File: config.mk
export PLATFORM = sky130hd
export DESIGN_NAME = inner_product_result_drain
export DESIGN_NICKNAME = d
export VERILOG_FILES = /design/src/rtl/inner_product_result_drain.sv
export SDC_FILE = /design/constraint.sdc
export NUM_CORES = 1
export LEC_CHECK = 0
export CAP_MARGIN = 20
export CORE_MARGIN = 5
export CORE_UTILIZATION = 50
export CTS_CLUSTER_DIAMETER = 200
export DETAILED_ROUTE_END_ITERATION = 8
export DONT_BUFFER_PORTS = 1
export SLEW_MARGIN = 15
export SYNTH_ARGS = -nofsm -noshare
export SYNTH_HDL_FRONTEND = slang
export SYNTH_SLANG_ARGS = --single-unit
File: constraint.sdc
create_clock -name clk -period 4.52 [get_ports clk]
set_input_delay 0.904 -clock clk [delete_from_list [all_inputs] [get_ports clk]]
set_output_delay 0.904 -clock clk [all_outputs]
set_load 0.03 [all_outputs]
File: src/rtl/inner_product_result_drain.sv
// inner_product_result_drain: buffers NUM-wide result vectors and streams them one lane per beat with row/tile tags.
// Optional RESULT_SAT_EN: signed-saturate each lane to STREAM_WIDTH instead of truncating.
module inner_product_result_drain #(
  parameter int OUTPUT_DATA_WIDTH = 32,
  parameter int NUM = 4,
  parameter int STREAM_WIDTH = 16,
  parameter int FIFO_DEPTH = 4,
  parameter int ROWS_PER_TILE = 32
) (
  input  logic                              clk,
  input  logic                              rst,
  input  logic                              vec_valid_in,
  input  logic [NUM*OUTPUT_DATA_WIDTH-1:0]  vec_in,
  output logic                              vec_ready_out,
  output logic                              s_valid,
  input  logic                              s_ready,
  output logic [STREAM_WIDTH-1:0]           s_data,
  output logic                              s_last_row,
  output logic                              s_last_tile,
  output logic [$clog2(FIFO_DEPTH):0]       fifo_count,
  output logic                              overflow_err
);
  localparam int ODW = OUTPUT_DATA_WIDTH;
  localparam int SW = STREAM_WIDTH;
  localparam int PW = $clog2(FIFO_DEPTH);
  localparam int CW = PW + 1;
  localparam int LW = $clog2(NUM);
  localparam int RW = ROWS_PER_TILE > 1 ? $clog2(ROWS_PER_TILE) : 1;
  logic [NUM*ODW-1:0] mem_q [FIFO_DEPTH];
  logic [PW-1:0] wr_ptr_q, wr_ptr_d, rd_ptr_q, rd_ptr_d;
  logic [CW-1:0] count_q, count_d;
  logic [LW-1:0] lane_q, lane_d;
  logic [RW-1:0] row_q, row_d;
  logic ovf_q, ovf_d;
  logic push, beat, pop, last_lane, last_row_idx;
  logic [SW-1:0] lane_out;
`ifdef RESULT_SAT_EN
  logic [ODW-1:0] word;
  logic [ODW-SW:0] hi;
`endif
  always_comb begin
    push = vec_valid_in && count_q < CW'(FIFO_DEPTH);
    beat = s_valid && s_ready;
    last_lane = lane_q == LW'(NUM - 1);
    last_row_idx = row_q == RW'(ROWS_PER_TILE - 1);
    pop = beat && last_lane;
    wr_ptr_d = push ? wr_ptr_q + PW'(1) : wr_ptr_q;
    rd_ptr_d = pop ? rd_ptr_q + PW'(1) : rd_ptr_q;
    count_d = count_q + CW'(push) - CW'(pop);
    lane_d = beat ? (last_lane ? '0 : lane_q + LW'(1)) : lane_q;
    row_d = pop ? (last_row_idx ? '0 : row_q + RW'(1)) : row_q;
    ovf_d = ovf_q | (vec_valid_in && !push);
`ifdef RESULT_SAT_EN
    word = mem_q[rd_ptr_q][lane_q*ODW +: ODW];
    hi = word[ODW-1:SW-1];
    // in range only when every bit above the kept sign bit matches it
    lane_out = (&hi || !(|hi)) ? word[SW-1:0] : {word[ODW-1], {(SW-1){!word[ODW-1]}}};
`else
    lane_out = mem_q[rd_ptr_q][lane_q*ODW +: SW];
`endif
  end
  assign s_valid = count_q != '0;
  assign s_data = s_valid ? lane_out : '0;
  assign s_last_row = s_valid && last_lane;
  assign s_last_tile = s_last_row && last_row_idx;
  assign fifo_count = count_q;
  assign vec_ready_out = count_q < CW'(FIFO_DEPTH);
  assign overflow_err = ovf_q;
  always_ff @(posedge clk or negedge rst) begin
    if (!rst) begin
      wr_ptr_q <= '0;
      rd_ptr_q <= '0;
      count_q <= '0;
      lane_q <= '0;
      row_q <= '0;
      ovf_q <= 1'b0;
    end else begin
      wr_ptr_q <= wr_ptr_d;
      rd_ptr_q <= rd_ptr_d;
      count_q <= count_d;
      lane_q <= lane_d;
      row_q <= row_d;
      ovf_q <= ovf_d;
    end
  end
  always_ff @(posedge clk) begin
    if (push) mem_q[wr_ptr_q] <= vec_in;
  end
endmodule

==> Word-level counts from Yosys, hierarchy flattened <==
Memories as Yosys holds them, arrays and structs flattened.
Cells that the tools add are included.
{ "word_totals": {"ff_bits": 15, "ramBits": 512, "in_bits": 132, "elab_cells": 31, "n_memories": 1} }
{ "mem_list": {"columns": ["name", "depth", "width", "rd", "rd_ports_with_merged_regs", "write_ports", "line", "rtl"], "rows": [
  ["mem_q", 4, 128, 1, 0, 1, "29", "logic [NUM*ODW-1:0] mem_q [FIFO_DEPTH];"]
]} }
{ "classes": {"n_addsub": 6, "magnitude_cmp": 1, "eq_ne": 2, "shift": 1, "mux": 5, "bitwise_logic": 1, "n_reduce_logical": 8} }
{ "ops": {"columns": ["op", "n"], "rows": [
  ["$shiftx 128x8->16", 1],
  ["$mux 16", 1],
  ["$add 2x1->2 const B", 3],
  ["$logic_and 1x1->1", 6],
  ["$add 5x1->5 const B", 1],
  ["$eq 5x5->1 const B", 1],
  ["$mux 5", 1],
  ["$add 3x1->3", 1],
  ["$lt 3x3->1 const B", 1],
  ["$reduce_bool 3->1", 1],
  ["$sub 3x1->3", 1],
  ["$eq 2x2->1 const B", 1],
  ["$mux 1", 2],
  ["$mux 2", 1],
  ["$logic_not 1->1", 1],
  ["$or 1x1->1", 1]
]} }

==> Logic depth before layout (Yosys ltp) <==
Gate-level depths: netlist (run 1).
{ "depth": {"ltp_word": 5, "mapped_depth": 10, "depth_no_buf": 9} }

==> Worst setup path after synthesis (run 1) <==
No wires, ideal clock.
{ "synth_path": {"path_kind": "in2reg", "start": "input vec_valid_in", "end": "memory mem_q[0][0] (netlist bit), enable pin", "t_arrival_ns": 2.785, "path_slack_ns": 1.306, "cell_stages": 3, "n_path_buf": 1, "path_cell_list": "nor2b_1 > clkbuf_1 > and2_1"} }
{ "synth_via": {"elab_chain_cells": 3} }
{ "synth_lines": {"columns": ["element", "line", "rtl"], "rows": [
  ["from (decl)", "12", "input logic vec_valid_in,"],
  ["$logic_and 1x1->1", "42", "push = vec_valid_in && count_q < CW'(FIFO_DEPTH);"],
  ["$mux 1", "87", "if (push) mem_q[wr_ptr_q] <= vec_in;"],
  ["$mux 1 (implied by the code)", "87", null],
  ["to (decl)", "29", null]
]} }
Every way passes these cells.

==> Worst setup path after layout (run 1) <==
{ "layout_path": {"start": "register count_q[2] (netlist: fifo_count[2])", "end": "output s_data[6]"} }
{ "layout_via": {"elab_chain_cells": 2} }
{ "layout_lines": {"columns": ["element", "line", "rtl"], "rows": [
  ["from (decl)", "31", "logic [CW-1:0] count_q, count_d;"],
  ["from (signal assigned)", "80", "count_q <= count_d;"],
  ["$reduce_bool 3->1", "62", "assign s_valid = count_q != '0;"],
  ["net s_valid", "15", "output logic s_valid,"],
  ["$mux 16", "63", "assign s_data = s_valid ? lane_out : '0;"],
  ["to (decl)", "17", "output logic [STREAM_WIDTH-1:0] s_data,"]
]} }
The timed path passes the listed nets, and every way through them passes these cells.

==> metrics.yaml, run 1 <==
maxCapViolations: 0
dpl.hpwl_mm: 11.55
ys_types: 37
peakVddDrop_mv: 0.4370
critical_path.max_fanout: 14
io_buffers: 0
cp_cell_sequence: "nor3_4 -> inv_2 -> and3_1 -> a22oi_1 -> nand2_1"
clkSinkCount: 271
worstSetupPathType: "reg -> out"
synth_area_per_cell_um2: 21.58
drt_iter0_drc: 316
post_cts_resized: 0
cpPeakStageDelay_ns: 0.58
initial_core_util_pct: 50.26
period_share_pct: 87.00
hold_violations: 0
holdCritPathClass: "in -> async"
grt_setup_unrepaired: "no"
post_cts_buffers: 0
worst_skew_pair.late_latency_ns: 0.55
core_um2: 20820
status: "complete, no violations"
remaining_drc_errors: 0
fin_crit_ns: 3.932
syn_inst: 485
routedWlPerCell_um: 24.30
drive_gt1_share_pct: 24.33
syn_nets: 627
setup.worst_path.start_class: "register"
grt-ovfl-total: 0
seq_area_frac_synth_pct: 77.04
grt_max_degree: 65
cts_tree: "done"
critical_path_arrival_ns: 3.03
drt_first_pass_iters: 5
grt_pass1_wl_mm: 30.19
cp-end-kind: "output pin"
dieWidth_um: 154.7
routed_wl_mm: 19.47
slew_headroom_pct: 32.98
ant_nets: 0
power_leakage_nw: 3.847
cp_data_required_time_ns: 3.62
slowest_stage: "dfrtp_1"
multi_input_area_um2: 2226
p_per_area_nw_per_um2: 672.7
cts_inserted_buffers: 28
cts_htree_levels: 1
vias_per_cell: 5.804
synth_seq_cells: 271
regArea_um2: 8068
cts-root-buf: "clkbuf_16"
die_area_um2: 23920
num-fill-cells: 1600
diodes: 0
rows: 53
clk_pin_slew_worst_paths_ns: 0.06
yosys_warnings: 0
cts_buffer_depth: 3
tightest_slew_ns: 1.005
layout.nets: 647
fp.dieH_um: 154.7
grt_pass1_vias: 5102
antenna_found_initial: 1
fin_tns_setup_ns: 0
syn_area_um2: 10470
area_delta_synth_final_pct: 12.24
max_freq_mhz: 254.3
holdBufCountCts: 0
power.total_mw: 7.902
clock_skew_ns: 0.02447
place_congestion: 0.7111
io_pins: 156
grt_usage_pct: 16.74
via_count: 4649
slew_viol_final: 0
finalSetupViolCount: 0
[power by group]
part	internal (mW)	switching (mW)
registers	3.16	0.250
logic	0.898	1.37
clock network	1.31	0.910
[state kept, by name, indices dropped and copies added (netlist names)]
| signal | count |
|---|---|
| wr_ptr_q | 2 |
| overflow_err | 1 |
| row_q | 5 |
| fifo_count | 3 |
| lane_q | 2 |
| rd_ptr_q | 2 |
| mem_q | 256 |
[cell usage in the layout (no fill, tap or decap), types with 2 or more instances in the layout]
cell	Yosys	final
edfxtp_1	256	256
mux4_2	60	60
a22oi_1	28	28
clkbuf_16	0	28
nand2_1	24	24
dfrtp_1	15	13
inv_1	9	9
ha_1	9	9
buf_4	3	9
o21ai_0	6	6
clkbuf_1	4	6
mux2i_1	5	5
nor2_1	5	5
clkinv_2	0	5
buf_12	0	5
and3_1	4	4
xnor2_1	4	4
and2_2	0	4
clkinv_1	0	4
mux2_2	3	3
nor3_1	4	3
a21o_1	3	3
bufinv_16	0	3
clkinvlp_4	0	3
nor2b_1	2	2
nand3_1	2	2
o31ai_1	2	2
[cell families after synthesis]
kind of cell,Yosys count,synth area share [%]
and+or+nand+nor,52,2.487
AOI/OAI and AO/OA,44,2.989
DFF,271,77.04
adders and majority gates,10,1.267
xor gates and xnor gates,5,0.4184
buffers and inverters,34,1.829
muxes,69,13.96
[Yosys cell counts, drive strengths merged]
master	count	area, um2
o31ai	2	15.01
nand2	24	90.09
xor2	1	8.760
nand2b	1	6.260
nor3b	2	15.01
o311ai	1	8.760
xnor2	4	35.03
nand3	2	10.01
dfrtp	15	375.4
nand3b	1	7.510
buf	20	138.9
mux2i	5	50.05
inv	10	37.53
edfxtp	256	7687
fa	1	20.02
nor3	5	36.29
o211ai	1	7.510
o21ai	6	30.03
nor2b	2	12.51
a22oi	28	210.2
a211oi	1	7.510
and2	5	31.28
a21o	3	22.52
ha	9	112.6
or4	1	7.510
clkbuf	4	15.01
a21oi	1	5.000
and3	4	25.02
mux2	3	33.78
a31oi	1	6.260
mux4	61	1378
nor2	5	18.77
[routing by layer]
metal	global-route usage [%]	share of wire, %	up-vias
li1	-	-	2052
met1	20.91	39	2430
met2	27.89	50	133
met3	6.351	9.0	32
met4	4.289	2.0	2
met5	0	0.036	-
[through the flow]
stage | cells | area [um2] | util [%] | worst slack [ns] | hold slack, ns
finish | 801 | 11750 | 56.41 | 0.5877 | 0.06704
global route | 801 | 11750 | 56.41 | 0.4408 | 0.03521
CTS | 801 | 11750 | 56.41 | 0.5120 | 0.04320
detailed placement | 750 | 10840 | 52.07 | 1.079 | 0.4855
global placement | 750 | 10840 | 52.07 | 1.088 | 0.4754
floorplan | 485 | 10470 | - | 1.306 | 0.4523
[layout make-up]
type,instances,share of cell area [%]
flip-flops and latches,271,68.68
multi-input cells,180,18.95
clock buffers,34,6.157
well taps,275,2.929
clock inverters,17,1.534
repair buffers,14,1.427
inverters,10,0.3196
[critical path, delay by kind of cell (launching register included)]
| family | cells | cell delay [ns] |
|---|---|---|
| buffers and inverters | 1 | 0.19 |
| AOI/OAI and AO/OA | 1 | 0.48 |
| and+or+nand+nor | 3 | 1.24 |
| DFF | 1 | 0.58 |
[final timing paths]
| check | start | slack (ns) | depth (start not counted) | to |
|---|---|---|---|---|
| min in group clk | vec_in[10] | 0.45 | 0 | mem_q[0][10] |
| worst min register to register | row_q[4] | 0.51 | 2 | row_q[4] |
| max in group asynchronous | rst | 4.37 | 0 | rd_ptr_q[0] |
| worst max-delay path | fifo_count[2] | 0.59 | 5 | s_data[6] |
| worst max register to register | fifo_count[2] | 1.93 | 3 | mem_q[2][109] |
| worst min-delay path | rst | 0.07 | 0 | row_q[3] |
Power figures use the tool's default switching activity.
==> inputs of run 2 (changes only) <==
Clock period 4.52 ns to 5.05 ns, I/O delays scaled along.
==> metrics.yaml, run 2 (synthesis gave the netlist of run 1 again) <==
status: "complete, no violations"
dieWidth_um: 154.7  # unchanged
post_cts_resized: 0  # unchanged
remaining_drc_errors: 0  # unchanged
setup.worst_path.start_class: "register"
cp-end-kind: "output pin"
peakVddDrop_mv: 0.2469  # -43%
diodes: 0  # unchanged
grt_pass1_vias: 5162  # +1.2%
critical_path_arrival_ns: 3.04  # about the same
reg2regPathDepth: 3  # unchanged
maxCapViolations: 0  # unchanged
cts-root-buf: "clkbuf_16"
slew_viol_final: 0  # unchanged
tightest_slew_ns: 1.072  # +0.06714 ns
routedWlPerCell_um: 24.42  # +0.49%
cp_cell_sequence: "nor3_4 -> inv_2 -> and3_1 -> a22oi_1 -> nand2_1"
ant_nets: 0  # unchanged
holdCritPathClass: "in -> async"
io_pins: 156  # unchanged
routed_wl_mm: 19.56  # +0.49%
p_per_area_nw_per_um2: 598.5  # -11%
fin_crit_ns: 4.054
grt_max_degree: 65  # unchanged
dp_slack_ns: 1.497  # +0.4182 ns
critical_path.max_fanout: 14  # unchanged
worst_skew_pair.late_latency_ns: 0.53  # -0.02 ns
startpoint: "fifo_count[2]"
hold_violations: 0  # unchanged
via_count: 4670  # +0.45%
clk_pin_slew_worst_paths_ns: 0.06  # about the same
period_share_pct: 80.27
final_common_cell: "edfxtp_1"
cpPeakStageDelay_ns: 0.76  # +0.18 ns
regArea_um2: 8068  # unchanged
grt_pass1_wl_mm: 30.43  # +0.78%
place_congestion: 0.6848  # -3.7%
grt_setup_unrepaired: "no"
num-fill-cells: 1593  # -0.44%
cts_buffer_depth: 3  # unchanged
power_leakage_nw: 3.825  # -0.59%
layout.nets: 648  # +0.15%
post_cts_buffers: 0  # unchanged
finalSetupViolCount: 0  # unchanged
final_util_pct: 56.08  # -0.33 points
grt-ovfl-total: 0  # unchanged
multi_input_area_um2: 2226  # unchanged
max_freq_mhz: 246.7
vias_per_cell: 5.830  # +0.45%
worstSetupPathType: "reg -> out"
setup_ws_ns: 0.9965  # +0.4088 ns
io_buffers: 0  # unchanged
holdBufCountCts: 0  # unchanged
antenna_found_initial: 0  # -1
cp_data_required_time_ns: 4.04  # +0.42 ns
dpl.hpwl_mm: 11.96  # +3.6%
regMostFlops: "mem_q"
cts_inserted_buffers: 28  # unchanged
slowest_stage: "and3_1"
r2r_start: "fifo_count[2]"
core_um2: 20820  # unchanged
initial_core_util_pct: 50.26  # unchanged
drive_gt1_share_pct: 23.95  # -0.38 points
slew_headroom_pct: 27.90  # -5.1 points
cts_tree: "done"
grt_usage_pct: 16.76  # +0.019 points
rows: 53  # unchanged
cts_htree_levels: 1  # unchanged
fp.dieH_um: 154.7  # unchanged
largest_reg_flops: 256  # unchanged
layout_common_cells: "edfxtp_1 (256), mux4_2 (60), clkbuf_16 (29)"
clkSinkCount: 271  # unchanged
die_area_um2: 23920  # unchanged
clock_skew_ns: 0.008489  # -0.01598 ns
drt_iter0_drc: 249  # -21%
fin_tns_setup_ns: 0  # unchanged
drt_first_pass_iters: 4  # -1
area_delta_synth_final_pct: 11.58
==> run 2: final cells by class <==
type                            instances  share of cell area [%]
Clock inverter                         14                   1.071
Inverter                               10                  0.3214
Multi-Input combinational cell        180                   19.06
Tap cell                              275                   2.947
Timing Repair Buffer                   15                   1.071
Sequential cell                       271                   69.09
Clock buffer                           36                   6.440
==> run 2: power by group <==
group          total [mW]  switching (mW)  internal [mW]
clock                1.94           0.791           1.15
sequential           3.13           0.298           2.83
combinational        1.92            1.15          0.776
total                6.99            2.24           4.75
==> run 2: worst max-delay path, delay by kind of cell, from the launching register on <==
kind / cells / cell delay (ns)
buf+inv: 1 / 0.21
compound gates: 1 / 0.33
flops: 1 / 0.69
simple gates: 3 / 1.27
==> run 2: layer usage <==
layer	track usage [%]	vias to the layer above	part of all wire [%]
li1	-	2047	-
met1	21.00	2482	40
met2	28.27	110	50
met3	5.960	31	7.6
met4	4.037	0	2.2
met5	0	-	0
==> run 2: worst paths after layout <==
kind                                       to  slack [ns]
worst max register to register   mem_q[1][76]        2.41
worst max-delay path                s_data[5]         1.0
max in group asynchronous         rd_ptr_q[1]        4.79
worst min-delay path            fifo_count[2]        0.18
worst min register to register       row_q[4]        0.48
min in group clk                     row_q[4]        0.48
==> run 2: through the flow <==
stage	instance area [um2]	instances	hold WS (ns)	total power [mW]
6_report	11680	801	0.1776	6.989
3_5_place_dp	10800	751	0.4733	5.158
5_1_grt	11680	801	0.1487	7.345
2_1_floorplan	10470	485	0.4523	4.670
4_1_cts	11680	801	0.1561	7.097
3_3_place_gp	10800	751	0.4770	5.112
==> inputs of run 3 (changes only) <==
Clock period 5.05 ns to 4.2 ns, I/O delays scaled along.
==> metrics.yaml, run 3 (synthesis gave the netlist of run 1 again) <==
power_leakage_nw: 3.826  # about the same
fin_tns_setup_ns: 0  # unchanged
dieWidth_um: 154.7  # unchanged
routedWlPerCell_um: 24.26  # -0.69%
via_count: 4575  # -2.0%
cp_data_required_time_ns: 3.36  # -0.68 ns
cts_htree_levels: 1  # unchanged
rows: 53  # unchanged
multi_input_area_um2: 2226  # unchanged
holdCritPathClass: "in -> reg"
drive_gt1_share_pct: 23.33  # -0.63 points
fin_crit_ns: 3.842
post_cts_resized: 0  # unchanged
power_frac_seq_pct: 44.5  # -0.2 points
max_freq_mhz: 260.3
core_um2: 20820  # unchanged
drt_iter0_drc: 270  # +8.4%
slew_viol_final: 0  # unchanged
layout.nets: 648  # unchanged
holdBufCountCts: 1  # +1
p_sw_mw: 2.661  # +19%
diodes: 0  # unchanged
io_pins: 156  # unchanged
largest_reg_flops: 256  # unchanged
p_comb_share_pct: 28.9  # +1.4 points
maxCapViolations: 0  # unchanged
tightest_slew_ns: 0.8239  # -0.2485 ns
finalSetupViolCount: 0  # unchanged
cts_buffer_depth: 3  # unchanged
post_cts_buffers: 0  # unchanged
layout_common_cells: "edfxtp_1 (256), mux4_2 (60), clkbuf_16 (29)"
drt_first_pass_iters: 4  # unchanged
routed_wl_mm: 19.36  # -1.1%
ant_nets: 0  # unchanged
swShare_pct: 31.94  # -0.079 points
cp-end-kind: "output pin"
critical_path_arrival_ns: 3.00  # -0.04 ns
antenna_found_initial: 0  # unchanged
remaining_drc_errors: 0  # unchanged
cts_tree: "done"
period_share_pct: 91.46
ff2ff_setup_slack_ns: 1.61  # -0.80 ns
hold-path-cell-count: 0
slew_headroom_pct: 45.07  # +17 points
critPathTopFamily: "simple AND/OR/NAND/NOR gates"
reg2reg_to: "mem_q[3][45]"
grt-ovfl-total: 0  # unchanged
regArea_um2: 8068  # unchanged
die_area_um2: 23920  # unchanged
num-fill-cells: 1577  # -1.0%
clkSinkCount: 271  # unchanged
area_delta_synth_final_pct: 11.74
setup.worst_path.start_class: "register"
io_buffers: 0  # unchanged
final_util_pct: 56.16  # +0.078 points
grt_pass1_wl_mm: 29.69  # -2.4%
cp_cell_sequence: "nor3_4 -> inv_2 -> and3_1 -> a22oi_1 -> nand2_1"
regMostFlops: "mem_q"
initial_core_util_pct: 50.26  # unchanged
hold_start: "vec_in[13]"
final_common_cell: "edfxtp_1"
clk_pin_slew_worst_paths_ns: 0.06  # about the same
pwr-share-clk_pct: 26.6  # -1.1 points
worstSetupPathType: "reg -> out"
r2r_start: "fifo_count[2]"
reg2regPathDepth: 3  # unchanged
grt_usage_pct: 16.52  # -0.24 points
critical_path.max_fanout: 14  # unchanged
place_congestion: 0.7125  # +4.0%
critPathBufInv: 1  # unchanged
hold_violations: 0  # unchanged
grt_setup_unrepaired: "no"
cts-root-buf: "clkbuf_16"
slowest_stage: "dfrtp_1"
worst_skew_pair.late_latency_ns: 0.53  # about the same
cpPeakStageDelay_ns: 0.58  # -0.18 ns
clock_skew_ns: 0.01033  # +0.001840 ns
min_to: "mem_q[3][13]"
grt_pass1_vias: 5089  # -1.4%
fp.dieH_um: 154.7  # unchanged
p_per_area_nw_per_um2: 712.3  # +19%
dpl.hpwl_mm: 11.75  # -1.8%
peakVddDrop_mv: 0.3768  # +53%
p_int_mw: 5.669  # +19%
grt_max_degree: 52  # -20%
vias_per_cell: 5.733  # -1.7%
cts_inserted_buffers: 28  # unchanged
status: "complete, no violations"
## run 3: cell types whose count changed in the layout (fill, tap and decap cells not counted), sizes merged
cell	change
clkinvlp	-2
bufinv	-1
buf	-1
clkbuf	-3
clkinv	+3
dlygate4sd3	+1
## run 3: through the flow
stage	instance area (um2)	power, mW	hold slack [ns]	std cells	worst slack (ns)
floorplan	10470	5.615	0.4523	485	1.050
global placement	10860	6.192	0.4741	750	0.8611
detailed placement	10860	6.239	0.4807	750	0.8438
CTS	11690	8.471	0.3798	798	0.2684
global route	11690	8.766	0.3715	798	0.1663
finish	11690	8.330	0.4055	798	0.3585
## run 3: final cells by class
| cell class | count | area share (%) |
|---|---|---|
| clock buffer | 33 | 6.334 |
| tap | 275 | 2.942 |
| clock inverter | 14 | 0.7490 |
| sequential | 271 | 68.99 |
| multi-input combinational | 180 | 19.03 |
| inverter | 10 | 0.3210 |
| timing repair buffer | 15 | 1.626 |
## run 3: how the worst max path moves through the flow
stage                     cells past startpoint  slack, ns          end     startpoint
after CTS                                     5       0.27   s_data[10]  fifo_count[2]
after global placement                        5       0.86   s_data[10]  fifo_count[2]
after detailed placement                      5       0.84   s_data[10]  fifo_count[2]
after global routing                          5       0.17    s_data[9]  fifo_count[2]
final                                         5       0.36    s_data[6]  fifo_count[2]
after floorplan                               3       1.05  mem_q[0][0]   vec_valid_in
## run 3: layer usage
layer	vias up	routed length (um)	track usage [%]
met1	2392	7741	21.38
li1	2048	-	-
met5	-	0	0
met4	0	280	4.121
met3	17	1817	6.072
met2	118	9517	26.91
## run 3: power by group through the flow
stage | clock, mW | sequential [mW] | combinational (mW)
final | 2.22 | 3.71 | 2.41
after global routing | 2.40 | 3.76 | 2.61
after CTS | 2.27 | 3.72 | 2.48
after detailed placement | 0 | 3.77 | 2.46
after global placement | 0 | 3.75 | 2.45
after floorplan | 0 | 3.59 | 2.02
## run 3: worst register-to-register path, delay by kind of cell (launching register included)
kind	cells	cell delay [ns]
and+or+nand+nor	2	1.31
buffers and inverters	1	0.36
DFF	1	0.58
